**config.mk**
```make
export PLATFORM = sky130hd
export DESIGN_NAME = lcd_spi_lshift
export DESIGN_NICKNAME = d
export VERILOG_FILES = /design/src/rtl/lcd_spi_lshift.sv
export SDC_FILE = /design/constraint.sdc
export NUM_CORES = 1
export LEC_CHECK = 0
export ABC_AREA = 0
export CAP_MARGIN = 10
export CORE_ASPECT_RATIO = 1.25
export CORE_MARGIN = 2
export CORE_UTILIZATION = 40
export CTS_BUF_LIST = sky130_fd_sc_hd__clkbuf_16
export CTS_CLUSTER_SIZE = 8
export DETAILED_ROUTE_END_ITERATION = 10
export PLACE_DENSITY = 0.67
export SLEW_MARGIN = 20
export SYNTH_ARGS = -nofsm -noshare
export SYNTH_HDL_FRONTEND = slang
export SYNTH_SLANG_ARGS = --single-unit
```
**constraint.sdc**
```tcl
create_clock -name clk -period 2.7 [get_ports clk]
set_input_delay 0.27 -clock clk [delete_from_list [all_inputs] [get_ports clk]]
set_output_delay 0.27 -clock clk [all_outputs]
set_load 0.03 [all_outputs]
```
**src/rtl/lcd_spi_lshift.sv**
```systemverilog
// lcd_spi_lshift: parallel-to-serial word shifter and CPOL=1/CPHA=1 SPI clock
// generator for the static-screen LCD path.
// Latency: CLK_DIV*(2*SIZE+1) clk cycles from acceptance to the done pulse.
// Backpressure: one transfer at a time; start is taken only while ready=1,
// and a start seen while busy is dropped, not queued.
//
// Ports:
//   clk      system clock, rising-edge
//   rst_n    asynchronous active-low reset; aborts a transfer without done
//   start    transfer request, accepted when ready=1
//   data_in  word to send, sampled on acceptance
//   dc_in    D/C for the word (0 = command, 1 = data), sampled on acceptance
//   ready    idle, can accept start
//   done     one-cycle pulse at end of transfer
//   sck      serial clock, idles high
//   cs_n     LCD chip select, active-low
//   dc       registered D/C, held until the next acceptance
//   data_s   left-shifting word; downstream stage takes data_s[SIZE-1] on
//            each falling sck edge
//
// Build option: define LCD_SPI_LSB_FIRST_EN to load the word bit-reversed so
// it leaves LSB first. Timing is the same in both builds.

module lcd_spi_lshift #(
  parameter int SIZE    = 8,
  parameter int CLK_DIV = 4
) (
  input  logic            clk,
  input  logic            rst_n,
  input  logic            start,
  input  logic [SIZE-1:0] data_in,
  input  logic            dc_in,
  output logic            ready,
  output logic            done,
  output logic            sck,
  output logic            cs_n,
  output logic            dc,
  output logic [SIZE-1:0] data_s
);

  localparam int HP_W  = $clog2(CLK_DIV + 1);
  localparam int BIT_W = $clog2(SIZE + 1);

  // Terminal count of the half-period counter: CLK_DIV cycles per phase.
  localparam logic [HP_W-1:0]  HP_LAST   = HP_W'(CLK_DIV - 1);
  localparam logic [BIT_W-1:0] BIT_FULL  = BIT_W'(SIZE);
  localparam logic [BIT_W-1:0] BIT_FINAL = BIT_W'(1);

  typedef enum logic [1:0] {
    ST_IDLE  = 2'd0,
    ST_SETUP = 2'd1,
    ST_SHIFT = 2'd2,
    ST_HOLD  = 2'd3
  } state_t;

  state_t            r_state;
  logic [HP_W-1:0]   r_hp_cnt;
  logic [BIT_W-1:0]  r_bit_cnt;
  logic              r_ready;
  logic              r_done;
  logic              r_sck;
  logic              r_cs_n;
  logic              r_dc;
  logic [SIZE-1:0]   r_data_s;

  state_t            w_state;
  logic [HP_W-1:0]   w_hp_cnt;
  logic [BIT_W-1:0]  w_bit_cnt;
  logic              w_ready;
  logic              w_done;
  logic              w_sck;
  logic              w_cs_n;
  logic              w_dc;
  logic [SIZE-1:0]   w_data_s;
  logic [SIZE-1:0]   w_load_word;
  logic              w_hp_last;

  // Word as it enters the shift register.
`ifdef LCD_SPI_LSB_FIRST_EN
  always_comb begin
    w_load_word = '0;
    for (int k = 0; k < SIZE; k++) begin
      w_load_word[k] = data_in[SIZE-1-k];
    end
  end
`else
  always_comb begin
    w_load_word = data_in;
  end
`endif

  assign w_hp_last = (r_hp_cnt == HP_LAST);

  always_comb begin
    w_state   = r_state;
    w_hp_cnt  = r_hp_cnt;
    w_bit_cnt = r_bit_cnt;
    w_ready   = r_ready;
    w_done    = 1'b0;
    w_sck     = r_sck;
    w_cs_n    = r_cs_n;
    w_dc      = r_dc;
    w_data_s  = r_data_s;

    case (r_state)
      ST_IDLE: begin
        w_hp_cnt = '0;
        w_sck    = 1'b1;
        if (start) begin
          w_data_s = w_load_word;
          w_dc     = dc_in;
          w_cs_n   = 1'b0;
          w_ready  = 1'b0;
          w_state  = ST_SETUP;
        end
      end

      // cs_n-to-first-sck setup: one full half-period with sck high.
      ST_SETUP: begin
        if (w_hp_last) begin
          w_hp_cnt  = '0;
          w_sck     = 1'b0;
          w_bit_cnt = BIT_FULL;
          w_state   = ST_SHIFT;
        end else begin
          w_hp_cnt = r_hp_cnt + 1'b1;
        end
      end

      ST_SHIFT: begin
        if (w_hp_last) begin
          w_hp_cnt = '0;
          w_sck    = ~r_sck;
          // Shift only as sck rises, so data_s is stable through the whole
          // high phase ahead of the downstream falling-edge register.
          if (!r_sck) begin
            w_data_s  = {r_data_s[SIZE-2:0], 1'b0};
            w_bit_cnt = r_bit_cnt - 1'b1;
            if (r_bit_cnt == BIT_FINAL) begin
              w_state = ST_HOLD;
            end
          end
        end else begin
          w_hp_cnt = r_hp_cnt + 1'b1;
        end
      end

      // Last rising edge to cs_n release: one half-period with sck high.
      ST_HOLD: begin
        if (w_hp_last) begin
          w_hp_cnt = '0;
          w_cs_n   = 1'b1;
          w_done   = 1'b1;
          w_ready  = 1'b1;
          w_state  = ST_IDLE;
        end else begin
          w_hp_cnt = r_hp_cnt + 1'b1;
        end
      end

      default: begin
        w_hp_cnt = '0;
        w_sck    = 1'b1;
        w_cs_n   = 1'b1;
        w_ready  = 1'b1;
        w_state  = ST_IDLE;
      end
    endcase
  end

  always_ff @(posedge clk or negedge rst_n) begin
    if (!rst_n) begin
      r_state   <= ST_IDLE;
      r_hp_cnt  <= '0;
      r_bit_cnt <= '0;
      r_ready   <= 1'b1;
      r_done    <= 1'b0;
      r_sck     <= 1'b1;
      r_cs_n    <= 1'b1;
      r_dc      <= 1'b0;
      r_data_s  <= '0;
    end else begin
      r_state   <= w_state;
      r_hp_cnt  <= w_hp_cnt;
      r_bit_cnt <= w_bit_cnt;
      r_ready   <= w_ready;
      r_done    <= w_done;
      r_sck     <= w_sck;
      r_cs_n    <= w_cs_n;
      r_dc      <= w_dc;
      r_data_s  <= w_data_s;
    end
  end

  assign ready  = r_ready;
  assign done   = r_done;
  assign sck    = r_sck;
  assign cs_n   = r_cs_n;
  assign dc     = r_dc;
  assign data_s = r_data_s;

endmodule

```
# ---- Yosys cells after proc, flatten, opt, wreduce, memory -nomap -nowiden
# Cells that the tools add are included.
dict set report totals {
  out_inout_bits 13
  elab_cells 59
  in_bits 12
  reg_bits 21
}
dict set report op_classes {
  addsub 2
  eq_ne 11
  mux 25
  reduce_logical 12
  n_bitwise 1
}
# op count
set op_table {}
lappend op_table {{$mux 8} 3}
lappend op_table {{$pmux 8 s2} 1}
lappend op_table {{$mux 2} 6}
lappend op_table {{$mux 4} 3}
lappend op_table {{$ne 2x2->1 const B} 6}
lappend op_table {{$pmux 2 s4} 1}
lappend op_table {{$pmux 4 s2} 1}
lappend op_table {{$reduce_and 4->1} 2}
lappend op_table {{$mux 1} 6}
lappend op_table {{$pmux 3 s2} 1}
lappend op_table {{$reduce_and 3->1} 2}
lappend op_table {{$reduce_and 6->1} 1}
lappend op_table {{$reduce_bool 2->1} 3}
lappend op_table {{$eq 2x2->1 const B} 2}
lappend op_table {{$eq 4x1->1 const B} 1}
lappend op_table {{$sub 4x1->4 const B} 1}
lappend op_table {{$add 3x1->3 const B} 1}
lappend op_table {{$eq 3x2->1 const B} 1}
lappend op_table {{$mux 3} 1}
lappend op_table {{$pmux 1 s3} 1}
lappend op_table {{$reduce_bool 3->1} 1}
lappend op_table {{$reduce_or 3->1} 1}
lappend op_table {{$eq 2x1->1 const B} 1}
lappend op_table {{$logic_not 2->1} 1}
lappend op_table {{3 further kinds} 3}

# ---- Logic depth before layout (Yosys ltp)
# Gate-level depths: netlist of run 1.
dict set report logic_depth {
  depth_word 5
  mapped_depth 8
}

# ---- Worst setup path before layout of run 1
# OpenSTA, ideal clock, no wires.
dict set report synth_path {
  path_type {reg-to-reg}
  start {reg r_state[0]}
  end {reg r_state[1]}
  synth_period_minus_slack_ns 1.652
  path_slack_ns 1.048
  path_stages_with_launch 8
  t_required_ns 2.575
  arrival_ns 1.527
  setup_ns 0.125
  path_cell_list {dfrtp_1 -> inv_1 -> ha_1 -> buf_6 -> nor3_1 -> o211ai_1 -> a21oi_2 -> mux2_2}
}
dict set report synth_via {
  elab_chain_len 3
}
# element line
set synth_lines {}
lappend synth_lines {{start, declared} 56} ;# state_t r_state;
lappend synth_lines {{start signal, assigned} 183} ;# r_state <= w_state;
lappend synth_lines {{$eq 2x2->1 (tied with other cells)} 105} ;# case (r_state)
lappend synth_lines {{$ne 2x2->1 (no line)} n/a}
lappend synth_lines {{$reduce_and 6->1 (no line)} n/a}
# Parallel ways exist; a longest one is shown, timed or not.
# A chain may end at the register's enable or synchronous reset.

# ---- Worst setup path in the final report of run 1
# Ends and elaborated chain as after synthesis.

==> flow_summary.json, run 1 <==
{
  "grt_max_degree": 22,
  "portBuffers": 24,
  "grt_pass1_vias": 844,
  "gp_congestion": 0.7394,
  "drv_cap": 0,
  "startpoint_type": "register",
  "reg2reg_depth": 6,
  "syn_nets": 127,
  "fin_setup_tns_ps": 0,
  "ys_ff_latch": 21,
  "cts_sinks": 21,
  "worstPathRequired_ps": 2830,
  "clockBufferDepth": 2,
  "vias": 822,
  "die_area_um2": 3228,
  "n_fill_cell": 248,
  "grt_usage_pct": 15.35,
  "hold_viol_final": 0,
  "syn_area_per_cell_um2": 10.52,
  "worstSetupEndpoint": "r_state[1]$_DFFE_PN0P_",
  "rsz0062_at_grt": "no",
  "crit_type": "register to register",
  "r2r_start": "r_state[0]$_DFFE_PN0P_",
  "wire_per_inst_um": 12.92,
  "synth_edf_count": 0,
  "p_per_area_nw_per_um2": 442.2,
  "cts.hold.buffers_added": 0,
  "synth_cell_type_count": 27,
  "first_iter_violations": 22,
  "irDropWorstVdd_uv": 231.0,
  "min_period_ps": 1824,
  "start_util_pct": 41.60,
  "netlist_instances": 106,
  "period_share_pct": 67.54,
  "yosys_warnings": 0,
  "leakagePower_nw": 0.6727,
  "io_pins": 25,
  "core.rowCount": 21,
  "syn_to_final_growth_pct": 30.64,
  "clk_pin_slew_ps": 60,
  "numCtsBuffers": 3,
  "wirelength_um": 2145,
  "critPathMaxStageDelay_ps": 370,
  "r2r_setup_slack_ps": 880,
  "critical_path.startpoint": "r_state[0]$_DFFE_PN0P_",
  "vias_per_cell": 4.952,
  "hold_path_class": "input pin to async pin",
  "skew_ps": 1.685,
  "final_common_cell": "clkdlybuf4s50_1",
  "cts_root_buf": "clkbuf_16",
  "dieHeight_um": 63.03,
  "yosysSeqAreaShare_pct": 47.36,
  "drtPass1Iterations": 4,
  "clkLatencyLatePin_ps": 250,
  "setup_violations": 0,
  "drive_gt1_share_pct": 9.091,
  "async_flop_share_pct": 100.0,
  "core-area_um2": 2680,
  "cts_tree": "yes",
  "netlist_area_um2": 1115,
  "gr-total-overflow": 0,
  "status": "completed",
  "report.final.slew_viol_count": 0,
  "diodes": 0,
  "drcViolationCount": 0,
  "dp_hpwl_um": 1637,
  "worst_slew_pin_slew_ps": 424.1,
  "postLayoutCellArea_um2": 1456,
  "ant_nets": 0,
  "cts_setup_buffers": 0,
  "slew_headroom_pct": 71.67,
  "rr_endpoint": "r_state[1]$_DFFE_PN0P_",
  "antenna_found_initial": 0,
  "cp_cell_sequence": "inv_1 -> ha_1 -> nor3_1 -> o211ai_1 -> a21oi_2 -> mux2_2",
  "cp_slowest_cell": "dfrtp_1",
  "die_w_um": 51.22,
  "placed_area_um2": 1378,
  "end_kind": "register",
  "fmax_mhz": 548.3,
  "cts_max_level": 1,
  "cts_resized": 0,
  "final_cell_mix": "24 x clkdlybuf4s50_1, 19 x dfrtp_1, 14 x nand2_1, 13 x o21ai_0, 9 x ha_1",
  "synthFlopType": "dfrtp_1",
  "path_max_fanout": 9,
  "cp.arrival_ps": 1960,
  "grt_pass1_wl_um": 3663,
  "fin_nets": 154
}
-- sequential cells by signal (all words and copies together), names as in the netlist --
| register | count |
|---|---|
| data_s | 8 |
| r_bit_cnt | 4 |
| r_hp_cnt | 3 |
| r_state | 2 |
| cs_n | 1 |
| dc | 1 |
| done | 1 |
| sck | 1 |
-- critical path: cells and delay by family, from the launching register on --
family | cells | cell delay [ps]
flip-flops | 1 | 370
adder cells (fa/ha/maj) | 1 | 350
multiplexers | 1 | 350
AO/OA/AOI/OAI | 2 | 290
AND/OR/NAND/NOR | 1 | 240
buffers and inverters | 1 | 110
-- where the power goes --
part / internal, mW / switching [mW]
clock network: 0.197 / 0.109
registers: 0.315 / 0
logic: 0.0152 / 0.00830
total: 0.527 / 0.117
-- area by class of cell --
cell class / count / area, um2 / share of cell area [%]
sequential: 21 / 528.0 / 36.25
tap: 34 / 42.54 / 2.921
inverter: 6 / 22.52 / 1.546
clock inverter: 1 / 3.754 / 0.2577
multi-input combinational: 74 / 521.8 / 35.82
clock buffer: 3 / 75.07 / 5.155
timing repair buffer: 27 / 262.8 / 18.04
-- how the worst min path moves through the flow --
| stage | start | end | slack, ps | depth (start not counted) |
|---|---|---|---|---|
| 5_1_grt | rst_n | data_s[1]$_DFFE_PN0P_ | 400 | 2 |
| 3_3_place_gp | r_hp_cnt[0]$_DFF_PN0_ | r_hp_cnt[0]$_DFF_PN0_ | 430 | 1 |
| 2_1_floorplan | rst_n | data_s[0]$_DFFE_PN0P_ | -30 | 0 |
| 3_5_place_dp | r_hp_cnt[0]$_DFF_PN0_ | r_hp_cnt[0]$_DFF_PN0_ | 460 | 1 |
| 4_1_cts | rst_n | data_s[1]$_DFFE_PN0P_ | 370 | 2 |
| 6_report | rst_n | data_s[1]$_DFFE_PN0P_ | 360 | 2 |
-- stage by stage --
step                hold slack, ps  cells  setup WS, ps  utilization (%)  power, mW
detailed placement           457.6    162         865.8            51.40     0.3445
CTS                          367.7    166         853.2            54.34     0.6536
global route                 400.1    166         734.3            54.34     0.6734
global placement             433.0    162         938.6            51.40     0.3449
floorplan                   -25.59    106          1048                -     0.3211
finish                       360.8    166         876.3            54.34     0.6441
-- per-layer routing --
| metal | GRT usage [%] | wire length [um] | vias up |
|---|---|---|---|
| met3 | 4.306 | 110 | 4 |
| met1 | 17.30 | 929 | 382 |
| met4 | 8.553 | 38 | 0 |
| met2 | 25.49 | 1066 | 22 |
| met5 | 0 | 0 | - |
| li1 | - | - | 414 |
-- synth_stat cells, types with 2 or more instances --
library cell,count,area [um2]
a21oi_1,3,15.01
buf_4,2,15.01
buf_6,2,22.52
dfrtp_1,19,475.5
dfstp_2,2,52.55
ha_1,9,112.6
inv_1,6,22.52
mux2_2,2,22.52
mux2i_1,8,80.08
nand2_1,14,52.55
nand2b_1,2,12.51
nand3_1,2,10.01
nand4_1,2,12.51
nor2_1,4,15.01
nor2b_1,2,12.51
nor3_1,2,10.01
nor3b_1,2,15.01
o211ai_1,2,15.01
o21ai_0,13,65.06
-- logic make-up (layout without fill, tap and decap cells) --
kind of cell / count (synthesis) / after routing / share of synthesized area, %
compound gates: 22 / 22 / 12.91
fa+ha+maj: 9 / 9 / 10.10
buf+inv: 11 / 37 / 5.835
flops: 21 / 21 / 47.36
mux: 10 / 10 / 9.203
simple gates: 33 / 33 / 14.59
(Power assumes the default switching activity.)
==> run 2, diff against run 1 <==
==> constraint.sdc (replaced) <==
create_clock -name clk -period 1.8 [get_ports clk]
set_input_delay 0.18 -clock clk [delete_from_list [all_inputs] [get_ports clk]]
set_output_delay 0.18 -clock clk [all_outputs]
set_load 0.03 [all_outputs]
==> flow_summary.json, run 2 (synthesized netlist as in run 1, its figures left out) <==
{
  "critPathTopFamily": "flip-flops",
  "fmax_mhz": 597.7,
  "min_period_ps": 1673,
  "grt_pass1_wl_um": 3581,
  "core-area_um2": 2680,
  "clkLatencyLatePin_ps": 250,
  "cts_resized": 0,
  "critPathMaxStageDelay_ps": 370,
  "gr-total-overflow": 0,
  "power_frac_comb_pct": 3.6,
  "clk_pin_slew_ps": 60,
  "drive_gt1_share_pct": 12.59,
  "largest_reg_flops": 8,
  "cp_cell_sequence": "inv_1 -> ha_1 -> nor3_1 -> o211ai_1 -> a21oi_2 -> mux2_2",
  "swShare_pct": 18.40,
  "irDropWorstVdd_uv": 499.6,
  "gp_congestion": 0.8039,
  "core.rowCount": 21,
  "vias_per_cell": 4.888,
  "n_fill_cell": 253,
  "rsz0062_at_grt": "no",
  "cp_slowest_cell": "dfrtp_1",
  "worst_slew_pin_slew_ps": 363.5,
  "die_area_um2": 3228,
  "layout_setup_ws_ps": 127.0,
  "hold_path_class": "input pin to async pin",
  "drcViolationCount": 0,
  "slew_headroom_pct": 75.65,
  "crit_buf_inv": 1,
  "io_pins": 25,
  "die_w_um": 51.22,
  "path_depth": 6,
  "p_sw_mw": 0.1794,
  "p_per_area_nw_per_um2": 656.5,
  "p_seq_share_pct": 48.5,
  "cts_root_buf": "clkbuf_16",
  "cts_sinks": 21,
  "reg2reg_depth": 6,
  "startpoint_type": "register",
  "multi_input_area_um2": 524.3,
  "wire_per_inst_um": 12.56,
  "antenna_found_initial": 0,
  "regArea_um2": 528.0,
  "drv_cap": 0,
  "wirelength_um": 2123,
  "hold_viol_final": 0,
  "leakagePower_nw": 0.6812,
  "grt_pass1_vias": 863,
  "crit_type": "register to register",
  "clockBufferDepth": 2,
  "period_share_pct": 92.95,
  "power_mw": 0.9750,
  "grt_usage_pct": 14.63,
  "setup_violations": 0,
  "place_ws_ps": 104.3,
  "skew_ps": 4.366,
  "fin_hold_ws_ps": 274.6,
  "ant_nets": 0,
  "final_common_cell": "clkdlybuf4s50_1",
  "end_kind": "register",
  "portBuffers": 24,
  "intPower_mw": 0.7955,
  "numCtsBuffers": 3,
  "vias": 826,
  "syn_to_final_growth_pct": 33.22,
  "path_max_fanout": 5,
  "worstPathRequired_ps": 1940,
  "first_iter_violations": 5,
  "cts.hold.buffers_added": 0,
  "status": "completed",
  "clkPwrFrac_pct": 48.0,
  "fin_nets": 157,
  "fin_setup_tns_ps": 0,
  "cts_max_level": 1,
  "final_cell_mix": "24 x clkdlybuf4s50_1, 19 x dfrtp_1, 14 x nand2_1, 13 x o21ai_0, 9 x ha_1",
  "cts_setup_buffers": 0,
  "dieHeight_um": 63.03,
  "grt_max_degree": 22,
  "drtPass1Iterations": 4,
  "report.final.slew_viol_count": 0,
  "start_util_pct": 41.60,
  "cts_tree": "yes",
  "diodes": 0,
  "dp_hpwl_um": 1649,
  "cp.arrival_ps": 1810
}
## run 2: final cells by class
class	count	area share [%]
clock buffer	3	5.055
clock inverter	1	0.5055
inverter	6	1.516
multi-input combinational	74	35.30
sequential	21	35.55
tap	34	2.864
timing repair buffer	30	19.21
## run 2: power by group through the flow
stage | logic, mW | clock network [mW] | registers [mW]
after floorplan | 0.000781 | 0 | 0.481
after global placement | 0.0356 | 0 | 0.481
after detailed placement | 0.0353 | 0 | 0.481
after CTS | 0.0360 | 0.481 | 0.472
after global routing | 0.0394 | 0.512 | 0.472
final | 0.0349 | 0.468 | 0.472
## run 2: worst paths after layout
| check | start | endpoint | slack [ps] |
|---|---|---|---|
| max | r_state[0]$_DFFE_PN0P_ | r_state[1]$_DFFE_PN0P_ | 130 |
| min in group clk | r_hp_cnt[0]$_DFF_PN0_ | r_hp_cnt[0]$_DFF_PN0_ | 470 |
| max in group asynchronous | rst_n | sck$_DFFE_PN1P_ | 1250 |
| max reg2reg | r_state[0]$_DFFE_PN0P_ | r_state[1]$_DFFE_PN0P_ | 130 |
| min | rst_n | data_s[7]$_DFFE_PN0P_ | 270 |
| min reg2reg | r_hp_cnt[0]$_DFF_PN0_ | r_hp_cnt[0]$_DFF_PN0_ | 470 |
## run 2: through the flow
stage	instance area [um2]	instances	utilization (%)
floorplan	1115	106	-
global placement	1400	165	52.24
detailed placement	1400	165	52.24
CTS	1483	169	55.32
global route	1485	169	55.42
finish	1485	169	55.42
## run 2: metal layers
layer	global-route usage, %	vias up	wire length [um]
li1	-	420	-
met1	16.26	382	886
met2	27.27	22	1104
met3	2.392	2	110
met4	4.934	0	21
met5	0	-	0
